`src/rtl/seq_divider.sv`:
```
// seq_divider: multi-cycle restoring divider producing one quotient bit per clock.
// A start/busy/done handshake frames each operation. quotient, remainder and
// div_by_zero are registered and hold between operations.
// Optional build macro SEQ_DIVIDER_SIGNED_EN: two's complement operands and results.
// The sign handling wraps the same unsigned core.
//
// state | meaning
// IDLE  | waiting for start
// RUN   | one quotient bit per edge, then one cycle to register the results
// DONE  | single-cycle done pulse; a new start is accepted here as in IDLE
module seq_divider #(
    parameter int WIDTH = 8
) (
    input  logic             clk,
    input  logic             rst,
    input  logic             start,
    input  logic [WIDTH-1:0] dividend,
    input  logic [WIDTH-1:0] divisor,
    output logic             busy,
    output logic             done,
    output logic [WIDTH-1:0] quotient,
    output logic [WIDTH-1:0] remainder,
    output logic             div_by_zero
);

    localparam int CW = $clog2(WIDTH);
    localparam logic [WIDTH-1:0] ONE = WIDTH'(1);

    typedef enum logic [1:0] {IDLE, RUN, DONE} state_t;

    state_t           state, state_nxt;
    logic [WIDTH-1:0] shift_q;
    logic [WIDTH-1:0] dvsr_q;
    logic [WIDTH:0]   part_q;
    logic [CW-1:0]    cnt_q;
    logic             fin_q;

    logic             accept;
    logic [WIDTH:0]   p_val;
    logic [WIDTH:0]   p_diff;
    logic             p_ge;
    logic             dz;
    logic [WIDTH-1:0] load_dvd;
    logic [WIDTH-1:0] load_dvs;

`ifdef SEQ_DIVIDER_SIGNED_EN
    logic q_neg_q;
    logic r_neg_q;

    // The core always sees magnitudes; most-negative maps onto itself, which
    // reads correctly as an unsigned 2^(WIDTH-1).
    assign load_dvd = dividend[WIDTH-1] ? (~dividend + ONE) : dividend;
    assign load_dvs = divisor[WIDTH-1]  ? (~divisor + ONE)  : divisor;
`else
    assign load_dvd = dividend;
    assign load_dvs = divisor;
`endif

    assign accept = start && ((state == IDLE) || (state == DONE));
    assign dz     = (dvsr_q == '0);

    // One restoring step: P = {partial, next dividend bit}, subtract if it fits.
    assign p_val  = (part_q << 1) | {{WIDTH{1'b0}}, shift_q[WIDTH-1]};
    assign p_ge   = (p_val >= {1'b0, dvsr_q});
    assign p_diff = p_val - {1'b0, dvsr_q};

    // State register.
    always_ff @(posedge clk or posedge rst) begin
        if (rst) state <= IDLE;
        else     state <= state_nxt;
    end

    // Next state and handshake outputs. The result-registering cycle at the
    // end of RUN is not reported as busy.
    always_comb begin
        state_nxt = state;
        busy      = 1'b0;
        done      = 1'b0;
        case (state)
            IDLE: if (accept) state_nxt = RUN;
            RUN: begin
                busy = !fin_q;
                if (fin_q) state_nxt = DONE;
            end
            DONE: begin
                done      = 1'b1;
                state_nxt = accept ? RUN : IDLE;
            end
            default: state_nxt = IDLE;
        endcase
    end

    // Operand capture and iteration datapath.
    always_ff @(posedge clk or posedge rst) begin
        if (rst) begin
            shift_q <= '0;
            dvsr_q  <= '0;
            part_q  <= '0;
            cnt_q   <= '0;
            fin_q   <= 1'b0;
`ifdef SEQ_DIVIDER_SIGNED_EN
            q_neg_q <= 1'b0;
            r_neg_q <= 1'b0;
`endif
        end else if (accept) begin
            shift_q <= load_dvd;
            dvsr_q  <= load_dvs;
            part_q  <= '0;
            cnt_q   <= CW'(WIDTH - 1);
            fin_q   <= 1'b0;
`ifdef SEQ_DIVIDER_SIGNED_EN
            q_neg_q <= dividend[WIDTH-1] ^ divisor[WIDTH-1];
            r_neg_q <= dividend[WIDTH-1];
`endif
        end else if ((state == RUN) && !fin_q) begin
            part_q  <= p_ge ? p_diff : p_val;
            shift_q <= {shift_q[WIDTH-2:0], p_ge};
            if (cnt_q == '0) fin_q <= 1'b1;
            else             cnt_q <= cnt_q - 1'b1;
        end
    end

    // Result registers, loaded only on the edge that enters DONE.
    always_ff @(posedge clk or posedge rst) begin
        if (rst) begin
            quotient    <= '0;
            remainder   <= '0;
            div_by_zero <= 1'b0;
        end else if ((state == RUN) && fin_q) begin
`ifdef SEQ_DIVIDER_SIGNED_EN
            quotient    <= dz ? '1 : (q_neg_q ? (~shift_q + ONE) : shift_q);
            remainder   <= r_neg_q ? (~part_q[WIDTH-1:0] + ONE) : part_q[WIDTH-1:0];
`else
            quotient    <= shift_q;
            remainder   <= part_q[WIDTH-1:0];
`endif
            div_by_zero <= dz;
        end
    end

endmodule
```
`config.mk`:
```
export PLATFORM = sky130hd
export DESIGN_NAME = seq_divider
export DESIGN_NICKNAME = d
export VERILOG_FILES = /design/src/rtl/seq_divider.sv
export SDC_FILE = /design/constraint.sdc
export NUM_CORES = 1
export LEC_CHECK = 0
export BUFFER_PORTS_ARGS = -buffer_cell sky130_fd_sc_hd__buf_2
export CORE_UTILIZATION = 35
export DETAILED_ROUTE_END_ITERATION = 12
export HOLD_SLACK_MARGIN = 0.02
export PLACE_DENSITY_LB_ADDON = 0.2
export SYNTH_ARGS = -nofsm -noshare
export SYNTH_HDL_FRONTEND = slang
export SYNTH_SLANG_ARGS = --single-unit
```
`constraint.sdc`:
```
create_clock -name clk -period 2 [get_ports clk]
set_input_delay 0.5 -clock clk [delete_from_list [all_inputs] [get_ports clk]]
set_output_delay 0.5 -clock clk [all_outputs]
set_load 0.01 [all_outputs]
```
==> results.json <==
{
  "setup-violations-final": 0,
  "die_height_um": 84.2,
  "start_kind": "flop",
  "netlist.area_leader.share": 0.498,
  "async_reset_ff_frac": 1.00,
  "synth_fp_nets": 268,
  "wire_length_per_cell_after_detailed_routing_um": 14.9,
  "drv_slew": 0,
  "rsz0062_at_grt": "false",
  "insertion_delay_ns": 0.30,
  "end_kind": "flop",
  "grt_pass1_vias": 1911,
  "synth_simple_gate_area_frac": 0.146,
  "drt_first_iter_violations": 131,
  "worst_setup_hold_path_clk_slew_ns": 0.08,
  "syn_avg_cell_area_um2": 9.93,
  "part_of_the_yosys_area_used_for_sequential_elements": 0.498,
  "avgViaCountPerCell": 5.18,
  "grt_remaining_overflow": 0,
  "synth_top_family_by_area": "compound AO/OA/AOI/OAI gates",
  "finish.instance_area_um2": 2970,
  "antenna_violating_nets_post_route": 0,
  "postLayoutSetupSlackWorst_ns": 0.111,
  "pre_cts_ws_ns": 0.0473,
  "fmax_mhz": 529,
  "yosys-top-cells-count": "dfrtp_1 (47), nand2_1 (37), inv_1 (18)",
  "post_synth_num_cell_types": 42,
  "outcome": "finished with violations",
  "drtPass1Iterations": 8,
  "failed_checks": "DRC",
  "placedInstanceArea_um2": 2800,
  "worst_hold_path_type": "in2async",
  "postSynth.topFlopCell": "dfrtp_1",
  "grt_first_pass_wirelength_um": 9200,
  "floorplan.initialDensity": 0.368,
  "fin_crit_sh": 0.945,
  "final_period_minus_worst_setup_slack_ns": 1.89,
  "yosys_warnings": 0,
  "diodes": 0,
  "clock_skew_ns": 0.00365,
  "maxSlewHeadroom": 0.787,
  "most_repeated_cell_in_the_gate_level_netlist_after_synthesis": "dfrtp_1",
  "vias": 1951,
  "worst-path-max-fanout": 10,
  "ir_worst_vdd_mv": 0.668,
  "route.final.wire_length_um": 5620,
  "yosys.area.top_type": "dfrtp_1",
  "drv_cap": 0,
  "syn-cell-area_um2": 2360,
  "power_density_nw_per_um2": 2030,
  "port_buffers": 37,
  "die_w_um": 84.2,
  "detailedPlacementHpwl_um": 4010,
  "synth_compound_area_frac": 0.156,
  "holdBufCountCts": 0,
  "cts_tree": "built",
  "timing_worst_slew_pin_value_ns": 0.315,
  "yosys-mux-area-fraction": 0.0832,
  "cell_count_after_synthesis": 238,
  "area_growth_syn_to_layout_pct": 25.7,
  "drive_gt1_frac": 0.327,
  "fp.dieArea_um2": 7080,
  "setup-tns-final_ns": 0,
  "data_arrival_time_of_the_critical_path_ns": 2.13,
  "synth_edf_count": 0,
  "final_hold_vio_count": 0,
  "grt_start_max_net_pins": 48,
  "drcViolationCount": 2,
  "htree_levels": 2,
  "cts_buffer_depth": 2,
  "ios": 38,
  "groute.usage.overall": 0.168,
  "postSynthRegisterBits": 47,
  "synthTopCellsByArea": "dfrtp_1 (50%), mux2_2 (6.2%), nand2_1 (5.9%)",
  "synthXorXnorAreaFrac": 0.00742,
  "synth-adder-area-share": 0.0614,
  "grt_antenna_before_repair": 0,
  "rows": 29,
  "clk_root_buffer_cell": "clkbuf_8",
  "setup_crit_start": "dvsr_q[5]$_DFFE_PP0P_",
  "clock-sinks": 47,
  "data_required_time_of_the_critical_path_ns": 2.24,
  "final_nets": 330,
  "gp_congestion": 0.834,
  "critPathKind": "reg2reg",
  "cts-buffers-inserted": 5,
  "total_leakage_power_nw": 1.46,
  "core_um2": 6420,
  "worst_r2r_start": "dvsr_q[5]$_DFFE_PP0P_"
}
[metrics by stage]
stage,instances,total power [mW],utilization,hold slack (ns)
2_1_floorplan,238,4.03,-,0.464
3_3_place_gp,368,5.16,0.436,0.462
3_5_place_dp,368,5.22,0.436,0.467
4_1_cts,375,5.84,0.450,0.230
5_1_grt,377,6.63,0.462,0.221
6_report,377,6.04,0.462,0.219
[registers in the layout, summed over array words and instances, names as in the netlist]
name,count
dvsr_q,8
part_q,8
remainder,8
cnt_q,3
fin_q,1
state,2
quotient,8
div_by_zero,1
shift_q,8
[cell type report]
class | instances | area, µm²
timing repair buffer | 64 | 400
clock buffer | 6 | 82.6
tap | 77 | 96.3
inverter | 19 | 72.6
sequential | 47 | 1180
multi-input combinational | 163 | 1140
fill | 633 | 3450
clock inverter | 1 | 5.00
[routing by layer]
metal / GRT usage / vias up / share of wire
li1: - / 952 / -
met1: 0.237 / 938 / 0.49
met2: 0.249 / 55 / 0.46
met3: 0.0501 / 6 / 0.046
met4: 0.0486 / 0 / 0.0094
met5: 0 / - / 0
[final timing paths]
check                                            to  slack [ns]  depth (start not counted)
min                          shift_q[7]$_DFFE_PP0P_        0.22                          3
max in group asynchronous     dvsr_q[4]$_DFFE_PP0P_        1.55                          3
min in group clk              dvsr_q[5]$_DFFE_PP0P_        0.40                          3
max reg2reg                   part_q[3]$_DFFE_PP0P_        0.11                          8
min reg2reg                remainder[6]$_DFFE_PP0P_        0.48                          2
max                           part_q[3]$_DFFE_PP0P_        0.11                          8
[cells by family after synthesis]
family	Yosys count
AND/OR/NAND/NOR	76
AO/OA/AOI/OAI	56
flip-flops	47
buffers and inverters	28
multiplexers	18
adder cells (fa/ha/maj)	11
XOR/XNOR	2
[worst max-delay path, stage by stage (launching register included)]
cell      delay, ns
dfrtp_1        0.36
inv_1          0.06
ha_1           0.31
nand3_2        0.10
o221ai_2       0.18
a21oi_2        0.06
buf_4          0.18
or4_1          0.51
nand3_1        0.08
[what timing repair did]
item	4_1_cts	5_1_grt
resized for setup	1	11
setup buffers	0	2
setup endpoints to repair	1	4
[layout by cell type, fill, tap and decap left out, drive strengths merged, types with 2 or more instances in the layout]
master and n:
nand2b 4, nand2 37, nor2b 5, clkbuf 6, mux2 13, a22o 2, xnor2 2, or4 2
inv 18, nor2 14, a21oi 8, a211o 2, buf 64, a211oi 2, a31oi 6, mux2i 5
nor3 5, o21ai 19, clkinv 2, o211ai 2, dfrtp 47, ha 10, a22oi 5, nor4 2
nand3 4, a21o 2
[power breakdown]
part / total, mW / internal [mW] / switching (mW)
Clock: 0.584 / 0.272 / 0.313
Combinational: 3.75 / 1.78 / 1.96
Sequential: 1.71 / 1.42 / 0.282
Total: 6.04 / 3.48 / 2.56
(Power assumes the default switching activity.)
